$ cat src/rtl/udm_seq_div.sv
// Sequential restoring divider: 2*WIDTH-bit dividend by WIDTH-bit divisor,
// one quotient bit per clock, valid/ready handshake on both sides.
module udm_seq_div #(
   parameter int WIDTH = 4
) (
   input  logic               clk,
   input  logic               rst,
   input  logic               in_valid,
   output logic               in_ready,
   input  logic [2*WIDTH-1:0] dividend,
   input  logic [WIDTH-1:0]   divisor,
   output logic               out_valid,
   input  logic               out_ready,
   output logic [2*WIDTH-1:0] quotient,
   output logic [WIDTH-1:0]   remainder,
   output logic               div_by_zero
);

   localparam int DW = 2 * WIDTH;
   localparam int CW = (DW > 1) ? $clog2(DW) : 1;
   localparam logic [CW-1:0] LAST = CW'(DW - 1);

   typedef enum logic [1:0] {IDLE, RUN, DONE} state_t;

   state_t            state;
   state_t            state_next;
   logic [CW-1:0]     count;
   logic [WIDTH:0]    part_rem;
   logic [DW-1:0]     shreg;
   logic [WIDTH-1:0]  div_q;
   logic [WIDTH+1:0]  shifted;
   logic [WIDTH+1:0]  diff;
   logic              qbit;
   logic [WIDTH:0]    rem_next;
   logic [DW-1:0]     shreg_next;
   logic              accept;
   logic              last_step;

   assign accept    = (state == IDLE) && in_valid;
   assign last_step = (state == RUN) && (count == LAST);
   assign in_ready  = (state == IDLE);
   assign out_valid = (state == DONE);

   // One restoring step; the extra top bit of diff acts as the sign of the trial subtraction.
   always_comb begin
      shifted    = {part_rem, shreg[DW-1]};
      diff       = shifted - {2'b00, div_q};
      qbit       = ~diff[WIDTH+1];
      rem_next   = qbit ? diff[WIDTH:0] : shifted[WIDTH:0];
      shreg_next = {shreg[DW-2:0], qbit};
   end

   always_ff @(posedge clk or posedge rst) begin
      if (rst) begin
         state <= IDLE;
      end else begin
         state <= state_next;
      end
   end

   always_comb begin
      state_next = state;
      case (state)
         IDLE:    if (in_valid) state_next = (divisor == '0) ? DONE : RUN;
         RUN:     if (count == LAST) state_next = DONE;
         DONE:    if (out_ready) state_next = IDLE;
         default: state_next = IDLE;
      endcase
   end

   // Result registers only change at accept (zero divisor) or on the final step.
   always_ff @(posedge clk or posedge rst) begin
      if (rst) begin
         count       <= '0;
         part_rem    <= '0;
         shreg       <= '0;
         div_q       <= '0;
         quotient    <= '0;
         remainder   <= '0;
         div_by_zero <= 1'b0;
      end else if (accept) begin
         count    <= '0;
         part_rem <= '0;
         shreg    <= dividend;
         div_q    <= divisor;
         if (divisor == '0) begin
            quotient    <= '1;
            remainder   <= '0;
            div_by_zero <= 1'b1;
         end
      end else if (state == RUN) begin
         count    <= count + 1'b1;
         part_rem <= rem_next;
         shreg    <= shreg_next;
         if (last_step) begin
            quotient    <= shreg_next;
            remainder   <= rem_next[WIDTH-1:0];
            div_by_zero <= 1'b0;
         end
      end
   end

endmodule

$ cat config.mk
export PLATFORM = sky130hd
export DESIGN_NAME = udm_seq_div
export DESIGN_NICKNAME = d
export VERILOG_FILES = /design/src/rtl/udm_seq_div.sv
export SDC_FILE = /design/constraint.sdc
export NUM_CORES = 1
export LEC_CHECK = 0
export ABC_CLOCK_PERIOD_IN_PS = 2300
export BUFFER_PORTS_ARGS = -buffer_cell sky130_fd_sc_hd__buf_4
export CAP_MARGIN = 5
export CORE_ASPECT_RATIO = 0.6
export CORE_MARGIN = 5
export CORE_UTILIZATION = 40
export DETAILED_ROUTE_END_ITERATION = 6
export PLACE_DENSITY = 0.64
export SLEW_MARGIN = 20
export SYNTH_ARGS = -nofsm -noshare
export SYNTH_HDL_FRONTEND = slang
export SYNTH_SLANG_ARGS = --single-unit
$ cat constraint.sdc
create_clock -name clk -period 2.3 [get_ports clk]
set_input_delay 0.23 -clock clk [delete_from_list [all_inputs] [get_ports clk]]
set_output_delay 0.23 -clock clk [all_outputs]
set_load 0.01 [all_outputs]
## Word-level counts from Yosys, hierarchy flattened

Cells that the tools add are included.

| cells by class | value |
|---|---|
| reductions and logical operators | 8 |
| mux-type cells | 24 |
| equality and inequality tests | 7 |
| add/subtract/negate cells | 2 |
| bitwise logic cells | 1 |

Operator list:

| cell | number |
|---|---|
| 8-bit 2-to-1 mux | 6 |
| 4-bit 2-to-1 mux | 4 |
| 5-bit 2-to-1 mux | 3 |
| 2-bit 2-to-1 mux | 4 |
| 3-bit 2-to-1 mux | 2 |
| 2-bit one-hot mux with 3 select lines | 1 |
| 3-bit AND reduction | 2 |
| 6-bit by 4-bit subtractor with 6-bit output | 1 |
| 4-bit zero test | 1 |
| 1-bit 2-to-1 mux | 4 |
| 2-bit by 1-bit inequality test with 1-bit output, second input constant | 2 |
| 2-bit inequality test, second input constant | 2 |
| 2-bit nonzero test | 2 |
| 3-bit by 1-bit adder with 3-bit output, second input constant | 1 |
| 3-bit equality test, second input constant | 1 |
| 2-bit by 1-bit equality test with 1-bit output, second input constant | 1 |
| 2-bit equality test, second input constant | 1 |
| 1-bit logical AND | 2 |
| 2-bit zero test | 1 |
| 1-bit inverter | 1 |

| word-level totals | value |
|---|---|
| flip-flop bits (word level) | 35 |
| input port bits | 16 |
| output and inout port bits | 15 |

## Logic depth before layout (Yosys ltp)

| logic depth | value |
|---|---|
| depth in word-level cells | 5 |
| gate-level depth with buffers | 9 |
| depth with buffers taken out | 9 |

## Worst setup path before layout

OpenSTA, ideal clock, no wires.

| timing path | value |
|---|---|
| kind | flip-flop to flip-flop |
| start | register shreg[7] |
| end | register part_rem[4] |
| arrival | 1734 ps |
| data required time | 2217 ps |
| slack | 483 ps |
| library setup time | 83 ps |
| stages on the path, launching flop included | 10 |
| clock period less this slack | 1817 ps |
| path through | dfrtp_1 inv_1 ha_1 inv_1 fa_1 a21o_1 a21oi_1 o2111ai_1 xor2_1 o21ai_0 |

| between the ends | value |
|---|---|
| word-level cells in the longest chain between the ends | 4 |

Ends and longest elaborated chain:

| what | line | RTL |
|---|---|---|
| start: declaration | 29 | `logic [DW-1:0] shreg;` |
| start signal: assignment | 84 | `shreg <= dividend;` |
| start signal: assignment | 94 | `shreg <= shreg_next;` |
| 6-bit by 4-bit subtractor with 6-bit output | 47 | `diff = shifted - {2'b00, div_q};` |
| 5-bit 2-to-1 mux | 49 | `rem_next = qbit ? diff[WIDTH:0] : shifted[WIDTH:0];` |
| 5-bit 2-to-1 mux | 91 | `end else if (state == RUN) begin` |
| 5-bit 2-to-1 mux | 81 | `end else if (accept) begin` |
| end signal: assignment | 93 | `part_rem <= rem_next;` |
| end: declaration | 28 | `logic [WIDTH:0] part_rem;` |

Every way passes these cells. The select of a mux whose other input is x is not followed.
A chain may end at the register's enable or synchronous reset.

## Worst setup path in the final report

Same ends and word-level chain as after synthesis.

==> results <==
- Counting the buffers created by CTS gives 5.
- Hold repair after CTS inserted 0 buffers.
- The floorplan step set the die height to 60.3 µm.
- The clock drives 35 sinks.
- The post-synthesis async set-or-reset flop share is 1.00.
- The placement-stage worst setup slack is 309 ps.
- In this run the worst hold path is classified as in -> async.
- Entering global routing, the biggest net connects 36 pins.
- For this run, the share of the core covered by cells in the final layout is 0.506.
- The count of buffers added on input and output ports is 30.
- Wires add up to 3.89 mm.
- After detailed routing, the number of remaining DRC violations is 0.
- In this run the post-CTS setup repair buffer count came out at 0.
- Setup repair after global routing left no endpoint under its margin.
- Yosys printed 0 warnings.
- The worst setup path is launched from a register.
- The normalized max-slew margin is 0.686.
- The worst supply voltage drop on vdd is 626 µV.
- The kind of end point of the critical path is a register.
- The actual transition at the worst max-transition pin is 466 ps.
- For the final routed database, the setup TNS stands at 0 ps.
- Synthesis produced a netlist with a net count of 185.
- The leakage power is 0.947 nW.
- The detail route stage leaves a number of antenna-violating nets equal to 0.
- The synthesized design contains 35 register bits.
- Summed over all nets, the half-perimeter wirelength after detailed placement is 2.91 mm.
- Dividing the detail-routed via count by the number of cells gives 5.15.
- The max-slew violation count came to 0.
- For this run, the number of standard cells in the final layout without fillers is 258.
- TritonCTS built the clock tree.
- The setup skew after layout is 5.92 ps.
- Once layout is done, the placed cells without fillers occupy 2070 µm².
- In the layout the commonest cells are 35 x sky130_fd_sc_hd__dfrtp_1, 35 x sky130_fd_sc_hd__buf_4, 17 x sky130_fd_sc_hd__nor2_1.
- The first-pass GRT wire length is 6.43 mm.
- The final RePlAce weighted congestion is 0.842.
- The H-tree generated during clock tree synthesis spans 2 levels.
- The core area is 4100 µm².
- The synthesized design contains 0 enable-type register cells.
- The tool flagged a number of max-cap violations equal to 0.
- The clock slew at the register clock pins of the worst setup and hold paths is 70 ps.
- The via count of the first global-routing pass is 1304.
- The final hold violation count is 0.
- For this design the top-level I/O count stands at 31.
- The post-synthesis cell count is 162.
- For this run, the register share of the synthesized area comes to 0.520.
- After the first detailed-routing iteration, the DRC count stood at 52.
- The maximum clock frequency is 498 MHz.
- The post-route fraction of the period consumed by the critical path is 0.873.
- The worst-case clock buffer depth is 2.
- The proportion of layout cells with a drive suffix above 1 is 0.263.
- The average cell area after synthesis is 10.4 µm².
- In the global route stage, overall resource usage came out at 0.152.
- Of all nets on the critical path, the largest fanout is 3.
- The antenna diode count is 0.
- The library cell used as clock root buffer is sky130_fd_sc_hd__clkbuf_8.
- The clock period could shrink to 2010 ps.
- The detailed-router iteration count before antenna repair is 4.
- The number of setup violations in the final report is 0.
- The initial antenna violation count is 0.
- The post-detailed-placement cell area is 1990 µm².
- The die outline area is 5650 µm².
- Yosys mapped the design onto 35 distinct sky130hd cell types.
- In the post-route analysis, the smallest setup slack over all paths is 293 ps.
- For the worst setup path, the data arrival time is 2200 ps.
- The total number of vias is 1328.
- In this run the horizontal extent of the chip is 93.8 µm.
- The total overflow reported by the global router is 0.
- The initial utilization of the core area, before any placement, comes to 0.411.
- For this design the ratio of total power to cell area is 1670 nW/µm².
- Once placement completed, the tool counted placed cells totaling 250.
- The relative area change from synthesis to final layout is 23.1%.
- The run finished with clean final reports.
- The later pin in the worst-skew pair is clocked with a latency of 280 ps.
- The required time of the critical path is 2490 ps.
- The start-to-end type of the worst setup path is reg -> reg.
- Dividing the detail-routed wire length by the instance count gives 15.1 µm.
- The number of nets in the layout is 220.
- In the synthesized netlist the dominant register cell turns out to be sky130_fd_sc_hd__dfrtp_1.
- After floorplanning, the core was divided into 18 placement rows.
- Once the clock tree was built, the resizer swapped 0 gates to a different size.
- Summing every instance area after synthesis gives 1690 µm².
## path summary, 6_finish.rpt
| check | start | to | slack [ps] | cells after the start |
|---|---|---|---|---|
| max in group asynchronous | rst | part_rem[3] | 1930 | 3 |
| worst min register to register | div_by_zero | div_by_zero | 490 | 2 |
| worst max-delay path | shreg[7] | part_rem[4] | 290 | 9 |
| worst min-delay path | rst | div_by_zero | 60 | 3 |
| min in group clk | out_ready | state[1] | 150 | 2 |
| worst max register to register | shreg[7] | part_rem[4] | 290 | 9 |
## critical path, cell delays in order (launching register included)
cell	delay (ps)
sky130_fd_sc_hd__dfrtp_1	380
sky130_fd_sc_hd__inv_1	70
sky130_fd_sc_hd__ha_1	190
sky130_fd_sc_hd__inv_1	60
sky130_fd_sc_hd__fa_1	400
sky130_fd_sc_hd__a21o_1	200
sky130_fd_sc_hd__a21oi_1	140
sky130_fd_sc_hd__o2111ai_1	140
sky130_fd_sc_hd__xor2_1	170
sky130_fd_sc_hd__o21ai_0	160
## layer usage
| layer | wire length (µm) | vias up | track usage |
|---|---|---|---|
| met1 | 1970 | 647 | 0.213 |
| li1 | - | 649 | - |
| met4 | 16 | 0 | 0.0494 |
| met2 | 1740 | 30 | 0.231 |
| met3 | 165 | 2 | 0.0377 |
| met5 | 0 | - | 0 |
## synthesized netlist by cell type, types with 3 or more instances
cell type / n / area (µm²)
sky130_fd_sc_hd__clkbuf_1: 6 / 22.5
sky130_fd_sc_hd__o2111ai_1: 3 / 26.3
sky130_fd_sc_hd__o21ai_0: 7 / 35.0
sky130_fd_sc_hd__a21oi_1: 5 / 25.0
sky130_fd_sc_hd__o22ai_1: 8 / 50.1
sky130_fd_sc_hd__ha_1: 6 / 75.1
sky130_fd_sc_hd__inv_1: 8 / 30.0
sky130_fd_sc_hd__o21ai_1: 5 / 25.0
sky130_fd_sc_hd__o22a_1: 7 / 61.3
sky130_fd_sc_hd__mux2_2: 4 / 45.0
sky130_fd_sc_hd__nand2_1: 16 / 60.1
sky130_fd_sc_hd__nor2_1: 17 / 63.8
sky130_fd_sc_hd__nand3_1: 6 / 30.0
sky130_fd_sc_hd__dfrtp_1: 35 / 876
sky130_fd_sc_hd__nand2b_1: 3 / 18.8
## flip-flops by register name, indices dropped and copies added, names as in the netlist
name,count
quotient,8
shreg,8
part_rem,5
div_q,4
remainder,4
count,3
state,2
div_by_zero,1
## report_power, final
part	leakage, nW	internal, W	switching (W)
combinational	0.500	0.000847	0.00100
clock	0.0412	0.000212	0.000218
sequential	0.406	0.000932	0.000242
total	0.947	0.00199	0.00146
## final cells by class
type | count | area [µm²]
multi-input cells | 112 | 746
fillers | 408 | 2020
inverters | 8 | 30.0
flip-flops and latches | 35 | 876
clock inverters | 2 | 12.5
well taps | 60 | 75.1
clock buffers | 6 | 72.6
repair buffers | 35 | 263
## per-stage QoR
step / hold WS, ps / power [W]
after global placement: 355 / 0.00293
after global routing: 114 / 0.00373
after floorplan: 338 / 0.00245
final: 57.1 / 0.00345
after detailed placement: 372 / 0.00303
after CTS: 71.6 / 0.00347
## kinds of logic (layout without fill, tap and decap cells)
group	Yosys count	after routing	synth area share
adder cells (fa/ha/maj)	7	7	0.0564
flip-flops	35	35	0.520
buffers and inverters	15	51	0.0379
XOR/XNOR	2	2	0.0104
multiplexers	7	7	0.0475
AO/OA/AOI/OAI	45	45	0.189
AND/OR/NAND/NOR	51	51	0.140
Power figures use the tool's default switching activity.
